## src/rtl/clock_mode_ctrl.sv

```systemverilog
// clock_mode_ctrl: mode/sequencing controller for the alarm-clock counter chains.
// Advances time in RUN, edits one field at a time in SET modes, and rings on a time==alarm match.
module clock_mode_ctrl #(
  parameter int RING_SECS = 60,
  parameter int IDLE_SECS = 30,
  parameter int SEC_W     = 6
) (
  input  logic        clk,
  input  logic        rst,
  input  logic        tick_1hz,
  input  logic        tick_min,
  input  logic        min_wrap,
  input  logic        btn_c,
  input  logic        btn_l,
  input  logic        btn_r,
  input  logic        btn_u,
  input  logic        btn_d,
  input  logic        alarm_sw,
  input  logic [15:0] time_hhmm,
  input  logic [15:0] alm_hhmm,
  output logic        t_min_en,
  output logic        t_hr_en,
  output logic        a_min_en,
  output logic        a_hr_en,
  output logic        up_dn,
  output logic [2:0]  mode,
  output logic        blink,
  output logic        ring
);

  typedef enum logic [2:0] {
    RUN       = 3'd0,
    SET_T_HR  = 3'd1,
    SET_T_MIN = 3'd2,
    SET_A_HR  = 3'd3,
    SET_A_MIN = 3'd4
  } state_t;

  localparam logic [SEC_W-1:0] IDLE_LAST = SEC_W'(IDLE_SECS - 1);
  localparam logic [SEC_W-1:0] RING_LAST = SEC_W'(RING_SECS - 1);

  state_t           state, state_n;
  logic             t_min_n, t_hr_n, a_min_n, a_hr_n, up_dn_n, blink_n, ring_n;
  logic [SEC_W-1:0] idle_cnt, idle_n;
  logic [SEC_W-1:0] ring_cnt, ring_cnt_n;
  logic             match, match_q;
  logic             any_btn, consume, ring_set, ring_clr;

  function automatic state_t step_fwd(input state_t s);
    case (s)
      SET_T_HR:  step_fwd = SET_T_MIN;
      SET_T_MIN: step_fwd = SET_A_HR;
      SET_A_HR:  step_fwd = SET_A_MIN;
      default:   step_fwd = SET_T_HR;
    endcase
  endfunction

  function automatic state_t step_rev(input state_t s);
    case (s)
      SET_T_HR:  step_rev = SET_A_MIN;
      SET_T_MIN: step_rev = SET_T_HR;
      SET_A_HR:  step_rev = SET_T_MIN;
      default:   step_rev = SET_A_HR;
    endcase
  endfunction

  assign mode    = state;
  assign match   = (time_hhmm == alm_hhmm);
  assign any_btn = btn_c | btn_l | btn_r | btn_u | btn_d;
  // A button pressed while ringing only silences the alarm.
  assign consume = ring & any_btn;

  always_comb begin
    state_n    = state;
    t_min_n    = 1'b0;
    t_hr_n     = 1'b0;
    a_min_n    = 1'b0;
    a_hr_n     = 1'b0;
    up_dn_n    = up_dn;
    blink_n    = blink;
    idle_n     = idle_cnt;
    ring_n     = ring;
    ring_cnt_n = ring_cnt;
    ring_set   = 1'b0;
    ring_clr   = 1'b0;

    case (state)
      RUN: begin
        if (tick_min) begin
          t_min_n = 1'b1;
          t_hr_n  = min_wrap;
          up_dn_n = 1'b1;
        end
        if (btn_c && !consume) state_n = SET_T_HR;
      end
      SET_T_HR, SET_T_MIN, SET_A_HR, SET_A_MIN: begin
        if (!consume) begin
          if (btn_c)      state_n = RUN;
          else if (btn_r) state_n = step_fwd(state);
          else if (btn_l) state_n = step_rev(state);
          // The enable targets the field selected before any navigation this cycle.
          if (btn_u ^ btn_d) begin
            up_dn_n = btn_u;
            t_hr_n  = (state == SET_T_HR);
            t_min_n = (state == SET_T_MIN);
            a_hr_n  = (state == SET_A_HR);
            a_min_n = (state == SET_A_MIN);
          end
        end
        if (any_btn) begin
          idle_n = '0;
        end else if (tick_1hz) begin
          if (idle_cnt == IDLE_LAST) state_n = RUN;
          else                       idle_n  = idle_cnt + 1'b1;
        end
      end
      default: state_n = RUN;
    endcase

    if (state_n == RUN) begin
      idle_n  = '0;
      blink_n = 1'b0;
    end else if (state != RUN && tick_1hz) begin
      blink_n = ~blink;
    end

    // Clear beats set when both happen in the same cycle.
    ring_set = match && !match_q && (state == RUN) && alarm_sw;
    ring_clr = any_btn || !alarm_sw || (ring && tick_1hz && ring_cnt == RING_LAST);
    if (ring_clr) begin
      ring_n     = 1'b0;
      ring_cnt_n = '0;
    end else if (ring_set) begin
      ring_n     = 1'b1;
      ring_cnt_n = '0;
    end else if (ring && tick_1hz) begin
      ring_cnt_n = ring_cnt + 1'b1;
    end
  end

  always_ff @(posedge clk) begin
    if (!rst) begin
      state    <= RUN;
      t_min_en <= 1'b0;
      t_hr_en  <= 1'b0;
      a_min_en <= 1'b0;
      a_hr_en  <= 1'b0;
      up_dn    <= 1'b1;
      blink    <= 1'b0;
      ring     <= 1'b0;
      idle_cnt <= '0;
      ring_cnt <= '0;
      match_q  <= 1'b0;
    end else begin
      state    <= state_n;
      t_min_en <= t_min_n;
      t_hr_en  <= t_hr_n;
      a_min_en <= a_min_n;
      a_hr_en  <= a_hr_n;
      up_dn    <= up_dn_n;
      blink    <= blink_n;
      ring     <= ring_n;
      idle_cnt <= idle_n;
      ring_cnt <= ring_cnt_n;
      match_q  <= match;
    end
  end

endmodule

```

## config.mk

```make
export PLATFORM = sky130hd
export DESIGN_NAME = clock_mode_ctrl
export DESIGN_NICKNAME = d
export VERILOG_FILES = /design/src/rtl/clock_mode_ctrl.sv
export SDC_FILE = /design/constraint.sdc
export NUM_CORES = 1
export LEC_CHECK = 0
export CORE_ASPECT_RATIO = 1.5
export CORE_MARGIN = 4
export CORE_UTILIZATION = 40
export DETAILED_ROUTE_END_ITERATION = 12
export PLACE_DENSITY_LB_ADDON = 0.3
export REMOVE_ABC_BUFFERS = 1
export SYNTH_ARGS = -nofsm -noshare
export SYNTH_HDL_FRONTEND = slang
export SYNTH_SLANG_ARGS = --single-unit
export TNS_END_PERCENT = 1
```

## constraint.sdc

```tcl
create_clock -name clk -period 1.8 [get_ports clk]
set_clock_uncertainty 0.1 [all_clocks]
set_input_delay 0.27 -clock clk [delete_from_list [all_inputs] [get_ports clk]]
set_output_delay 0.27 -clock clk [all_outputs]
set_load 0.01 [all_outputs]
```

==> results.md, run 1 <==
* Most numerous cell in the Yosys netlist: xnor2_1
* Pre-CTS setup slack at -0.768 ns
* Worst path arrival time at 2.05 ns
* Cell Pwr Density at 549 nW/µm²
* WL final at 4190 µm
* Filler Cell Count at 290
* Worst Max-Slew Pin Slew at 0.441 ns
* Num CTS Buffers at 3
* Clk network pwr share at 25.2%
* Max_slew headroom at 70.2%
* DIE AREA at 4660 µm²
* Fin worst setup slack at -0.191 ns
* Worst path top cell family by delay: simple AND/OR/NAND/NOR gates
* Gr usage total at 18.7%
* Worst-case clock buffer depth at 2
* Clock slew at reported path FFs at 0.08 ns
* Area growth syn-to-layout at 62.7%
* Sequential share of power at 41.1%
* Final core utilization at 68.3%
* List of most frequent post-synthesis cells: xnor2_1 (26), dfxtp_1 (23), nor2_1 (20), nand2_1 (14), nor3_1 (10)
* Vias per cell at 4.97
* Post-CTS Hold Buffers at 0
* Largest net degree at the start of global routing at 14
* RSZ-0062 raised after global routing: yes
* Worst path required time at 1.86 ns
* Outcome: finished, violations left
* Final period util at 111%
* Die H at 81.6 µm
* HP Class: register to register
* Row Count at 26
* Share of the synthesized area in the top cell type at 31.8%
* Reg2Reg Launch Point: mode[1]$_SDFF_PN0_
* CTS tree: done
* Worst IR drop on VDD at 0.616 mV
* Crit path kind: input pin to register
* Crit path buf inv count at 1
* Combinational power share at 33.7%
* Final Hold Vio Count at 0
* Final net count at 305
* First-pass GRT wire length at 6960 µm
* Startpoint Class: input pin
* Worst path slowest cell: or4_4
* Via count at 1492
* Sw power at 0.355 mW
* Core Area at 3450 µm²
* H-tree depth at 1
* Syn Area/Cell at 8.51 µm²
* Placed inst area at 2210 µm²
* Max FO, Critical Path at 7
* Clock latency on the worst-skew pair at 0.27 ns
* Sequential area share after synthesis at 31.8%
* # diodes at 0
* Ports at 53
* Asr flop ratio synth at 0%
* Main flop type after synthesis: dfxtp_1
* Internal at 0.937 mW
* Starting Density at 41.9%
* Min-delay src: ring_cnt[1]$_SDFFE_PP0P_
* Pleak at 0.897 nW
* Top cells by area, synth: dfxtp_1 (32%), xnor2_1 (16%), nor2_1 (5.2%), nand2_1 (3.6%), nor3_1 (3.5%)
* Synth cell types at 45
* Die Wd at 57.1 µm
* Initial antenna violation count at 0
* DRC viols at 0
* FF+latch count, synth at 23
* Layout cell share with drive strength beyond 1 at 28.3%
* Initial DRC count at 37
* Routed length per instance at 14.0 µm
* Fin. max-slew vios at 0
* Final non-filler cell total at 300
* HPWL Detailed at 3340 µm
* Fin crit period at 1.99 ns
* Origin of the worst setup path: btn_r
* Gpl congestion at 0.823
* Crit-path cells: buf_2, or2_4, or4_4, o311ai_4, o22a_2, and3_4, nor3_1
* Area leader, netlist: dfxtp_1
* # setup viols final at 8
* Final instance area at 2350 µm²
* DP Cell Count at 292
* Num Clock Sinks at 23
* Delay of the slowest critical-path stage at 0.57 ns
* Remaining Overflow, GRT at 0
* Root buf cell: clkbuf_8
* Peak Freq at 502 MHz
* Pre-antenna DRT Iters at 4
* Yosys warnings at 0
* Violated checks: setup timing
* Final ANT Viol Nets at 0
* Number of enable flip-flop cells after synthesis at 0
* Synthesized netlist cell count at 170
* Kind of end point of the critical path: register
* Sw frac at 27.5%
* Vias in the first global route at 1666
* Max-Cap Viols at 0
* # port buffers at 52
* Mapped Area at 1450 µm²
==> layout by cell type (no fill, tap or decap), drive strengths merged, types with 2 or more instances in the layout <==
master	synthesis	layout
nor3b	2	2
nor4	2	2
and2	4	4
dfxtp	23	23
nand3	6	6
nor3	11	11
o21ai	5	5
and3	2	2
nand2	14	14
clkbuf	2	3
xor2	3	3
nor2	20	20
nor2b	2	2
a21boi	2	2
or3	2	2
xnor2	26	26
o311ai	2	2
dlygate4sd2	0	2
buf	4	41
nand4	5	5
clkdlybuf4s50	0	47
inv	6	6
ha	3	3
a21oi	8	8
==> cell type report <==
type                            count  area (µm²)  area share, %
Multi-Input combinational cell    134         958           40.7
Timing Repair Buffer               91         807           34.3
Sequential cell                    23         467           19.8
Tap cell                           42        52.6           2.23
Clock buffer                        3        41.3           1.75
Inverter                            6        22.5          0.957
Clock inverter                      1        5.00          0.213
==> tightest hold or removal path, stage by stage, from the launching register on <==
cell and delay (ns):
dfxtp_1 0.33, nand2_1 0.06, a21oi_1 0.05
==> metrics by stage <==
| step | hold slack [ns] | TNS, ns | total power [mW] |
|---|---|---|---|
| final | 0.382 | -1.34 | 1.29 |
| after global routing | 0.417 | -1.86 | 1.36 |
| after CTS | 0.387 | -0.771 | 1.28 |
| after detailed placement | 0.375 | -9.43 | 0.936 |
| after global placement | 0.368 | -8.75 | 0.931 |
| after floorplan | 0.232 | -2.01 | 0.703 |
==> power by group through the flow <==
stage / combinational, mW / sequential, mW / clock [mW]
6_report: 0.436 / 0.530 / 0.326
5_1_grt: 0.471 / 0.532 / 0.353
4_1_cts: 0.419 / 0.532 / 0.327
3_5_place_dp: 0.393 / 0.543 / 0
3_3_place_gp: 0.388 / 0.542 / 0
2_1_floorplan: 0.148 / 0.555 / 0
==> state kept, by name, summed over array words and instances (netlist names) <==
name / cells
t_hr_en: 1
a_hr_en: 1
t_min_en: 1
ring: 1
idle_cnt: 6
a_min_en: 1
blink: 1
match_q: 1
up_dn: 1
mode: 3
ring_cnt: 6
==> routing by layer <==
| metal | up-vias | GRT usage [%] | wire (µm) |
|---|---|---|---|
| met2 | 45 | 38.6 | 2430 |
| li1 | 761 | - | - |
| met1 | 676 | 17.9 | 1480 |
| met3 | 10 | 2.99 | 180 |
| met5 | - | 0 | 0 |
| met4 | 0 | 7.19 | 100 |
==> what timing repair did <==
| action | CTS | global route |
|---|---|---|
| cloned | 0 | 0 |
| setup endpoints to repair | 18 | 17 |
| pin swaps | 10 | 5 |
| buffers inserted | 3 | 1 |
| gates resized for setup | 30 | 11 |
==> final timing paths <==
| path | endpoint | slack (ns) | depth (start not counted) |
|---|---|---|---|
| setup / recovery | idle_cnt[5]$_SDFFE_PP0P_ | -0.19 | 7 |
| setup reg to reg | idle_cnt[5]$_SDFFE_PP0P_ | -0.15 | 6 |
| hold / removal | ring_cnt[1]$_SDFFE_PP0P_ | 0.38 | 2 |
| hold reg to reg | ring_cnt[1]$_SDFFE_PP0P_ | 0.38 | 2 |
==> kinds of logic (layout without fill, tap and decap cells) <==
group	after synthesis	count (layout)	synth area share [%]
simple gates	76	76	27.2
flops	23	23	31.8
compound gates	25	25	13.3
fa+ha+maj	3	3	2.60
buf+inv	13	101	6.75
mux	1	1	0.692
xor+xnor	29	29	17.6
No activity file was read; power rests on OpenSTA's default activity.
==> inputs of run 2 (changes only) <==
--- a/constraint.sdc
+++ b/constraint.sdc
@@ -4,2 +4,2 @@
 set_output_delay 0.27 -clock clk [all_outputs]
-set_load 0.01 [all_outputs]
+set_load 0.05 [all_outputs]
==> results.md, run 2 (synthesized netlist as in run 1, its figures left out) <==
* HP Class: register to register (unchanged)
* Pre-CTS setup slack at -0.756 ns (was -0.768 ns)
* Clock latency on the worst-skew pair at 0.26 ns (was 0.27 ns)
* Max_slew headroom at 73.6% (was 70.2%)
* # diodes at 0 (unchanged)
* Final core utilization at 68.6% (was 68.3%)
* Worst-case clock buffer depth at 2 (unchanged)
* Via count at 1510 (was 1492)
* Starting Density at 41.9% (unchanged)
* Num CTS Buffers at 3 (unchanged)
* Commonest non-fill, non-tap cell in the layout: buf_4 (was clkdlybuf4s50_1)
* Outcome: finished, violations left (unchanged)
* Fin worst setup slack at -0.0793 ns (was -0.191 ns)
* Core Area at 3450 µm² (unchanged)
* CTS tree: done (unchanged)
* Combinational power share at 35.5% (was 33.7%)
* First-pass GRT wire length at 6510 µm (was 6960 µm)
* H-tree depth at 1 (unchanged)
* Fin. max-slew vios at 0 (unchanged)
* Crit-path cells: inv_1, ha_2, nand2_2, or3_4, o311ai_4, o22a_2, and3_4, nor3_1 (was buf_2, or2_4, or4_4, o311ai_4, o22a_2, and3_4, nor3_1)
* Pleak at 0.905 nW (was 0.897 nW)
* DIE AREA at 4660 µm² (unchanged)
* Largest net degree at the start of global routing at 14 (unchanged)
* Sw power at 0.391 mW (was 0.355 mW)
* Root buf cell: clkbuf_8 (unchanged)
* DP Cell Count at 292 (unchanged)
* # setup viols final at 7 (was 8)
* Final period util at 104% (was 111%)
* Post-CTS Hold Buffers at 0 (unchanged)
* Worst IR drop on VDD at 0.395 mV (was 0.616 mV)
* Die H at 81.6 µm (unchanged)
* Cell Pwr Density at 565 nW/µm² (was 549 nW/µm²)
* Fin crit period at 1.88 ns (was 1.99 ns)
* Num Clock Sinks at 23 (unchanged)
* Routed length per instance at 13.4 µm (was 14.0 µm)
* # port buffers at 52 (unchanged)
* Sequential share of power at 39.8% (was 41.1%)
* Worst path required time at 1.86 ns (about the same)
* Row Count at 26 (unchanged)
* Final net count at 304 (was 305)
* Remaining Overflow, GRT at 0 (unchanged)
* Gr usage total at 17.7% (was 18.7%)
* Peak Freq at 532 MHz (was 502 MHz)
* Vias per cell at 5.05 (was 4.97)
* Worst path arrival time at 1.94 ns (was 2.05 ns)
* Hold Path Cell Cnt at 2 (unchanged)
* Final non-filler cell total at 299 (was 300)
* Vias in the first global route at 1585 (was 1666)
* Internal at 0.944 mW (was 0.937 mW)
* Violated checks: setup timing (unchanged)
* Worst Max-Slew Pin Slew at 0.391 ns (was 0.441 ns)
* WL final at 4010 µm (was 4190 µm)
* Initial DRC count at 12 (was 37)
* Initial antenna violation count at 0 (unchanged)
* Reg2reg path depth at 8 (was 6)
* Max-Cap Viols at 0 (unchanged)
* Clock slew at reported path FFs at 0.08 ns (about the same)
* Clk network pwr share at 24.7% (was 25.2%)
* DRC viols at 0 (unchanged)
* Final Hold Vio Count at 0 (unchanged)
* Crit path kind: register to register (was input pin to register)
* Max FO, Critical Path at 7 (unchanged)
* Ports at 53 (unchanged)
* Startpoint Class: register (was input pin)
* Die Wd at 57.1 µm (unchanged)
* Sw frac at 29.3% (was 27.5%)
* HPWL Detailed at 3330 µm (was 3340 µm)
* Most frequent cells in the layout: buf_4 (42), clkdlybuf4s50_1 (37), xnor2_1 (26), dfxtp_1 (21), nor2_1 (18) (was clkdlybuf4s50_1 (47), buf_4 (38), xnor2_1 (26), dfxtp_1 (20), nor2_1 (19))
* Gpl congestion at 0.812 (was 0.823)
* Area growth syn-to-layout at 63.5% (was 62.7%)
* Layout cell share with drive strength beyond 1 at 30.0% (was 28.3%)
* Final ANT Viol Nets at 0 (unchanged)
* RSZ-0062 raised after global routing: yes (unchanged)
* Worst path slowest cell: or3_4 (was or4_4)
* Delay of the slowest critical-path stage at 0.34 ns (was 0.57 ns)
* Kind of end point of the critical path: register (unchanged)
* Pre-antenna DRT Iters at 4 (unchanged)
[run 2: worst max-delay path, delay by kind of cell, from the launching register on]
family	cells	cell delay [ns]
AOI/OAI and AO/OA	2	0.43
adders and majority gates	1	0.17
buffers and inverters	1	0.05
DFF	1	0.31
and+or+nand+nor	4	0.70
[run 2: layer usage]
layer / vias to the layer above / wire length (µm) / track usage, %
li1: 761 / - / -
met1: 701 / 1470 / 17.1
met2: 41 / 2310 / 37.4
met3: 7 / 165 / 2.67
met4: 0 / 57 / 4.87
met5: - / 0 / 0
[run 2: area by class of cell]
| type | instances | area [µm²] |
|---|---|---|
| fillers | 274 | 1080 |
| inverters | 6 | 22.5 |
| flip-flops and latches | 23 | 463 |
| well taps | 42 | 52.6 |
| repair buffers | 90 | 828 |
| clock buffers | 4 | 45.0 |
| multi-input cells | 134 | 953 |
[run 2: stage by stage]
| stage | setup TNS (ns) | cell area, µm² | hold slack (ns) | total power [mW] |
|---|---|---|---|---|
| 6_report | -0.519 | 2360 | 0.393 | 1.34 |
| 5_1_grt | -1.15 | 2360 | 0.419 | 1.39 |
| 4_1_cts | -0.619 | 2340 | 0.387 | 1.34 |
| 3_5_place_dp | -9.19 | 2230 | 0.375 | 0.986 |
| 3_3_place_gp | -8.79 | 2230 | 0.368 | 0.979 |
| 2_1_floorplan | -5.12 | 1370 | 0.232 | 0.740 |
[run 2: timing repair]
item / CTS / global route
setup endpoints to repair: 18 / 14
resized for setup: 28 / 6
setup buffers: 3 / 0
pin swaps: 10 / 5
[run 2: power by group through the flow]
stage,clock [mW],combinational [mW],sequential (mW)
floorplan,0,0.148,0.592
global placement,0,0.437,0.542
finish,0.329,0.474,0.532
detailed placement,0,0.444,0.542
CTS,0.331,0.473,0.531
global route,0.353,0.508,0.533
[run 2: final timing paths]
kind | start | to | slack (ns)
max reg2reg | idle_cnt[1]$_SDFFE_PP0P_ | idle_cnt[4]$_SDFFE_PP0P_ | -0.08
min | ring_cnt[1]$_SDFFE_PP0P_ | ring_cnt[1]$_SDFFE_PP0P_ | 0.39
max | idle_cnt[1]$_SDFFE_PP0P_ | idle_cnt[4]$_SDFFE_PP0P_ | -0.08
min reg2reg | ring_cnt[1]$_SDFFE_PP0P_ | ring_cnt[1]$_SDFFE_PP0P_ | 0.39
==> inputs of run 3 (changes only) <==
- CTS_CLUSTER_SIZE: default -> 10
==> results of run 3 <==
No change in the layout: final DEF, timing and power equal those of run 2.
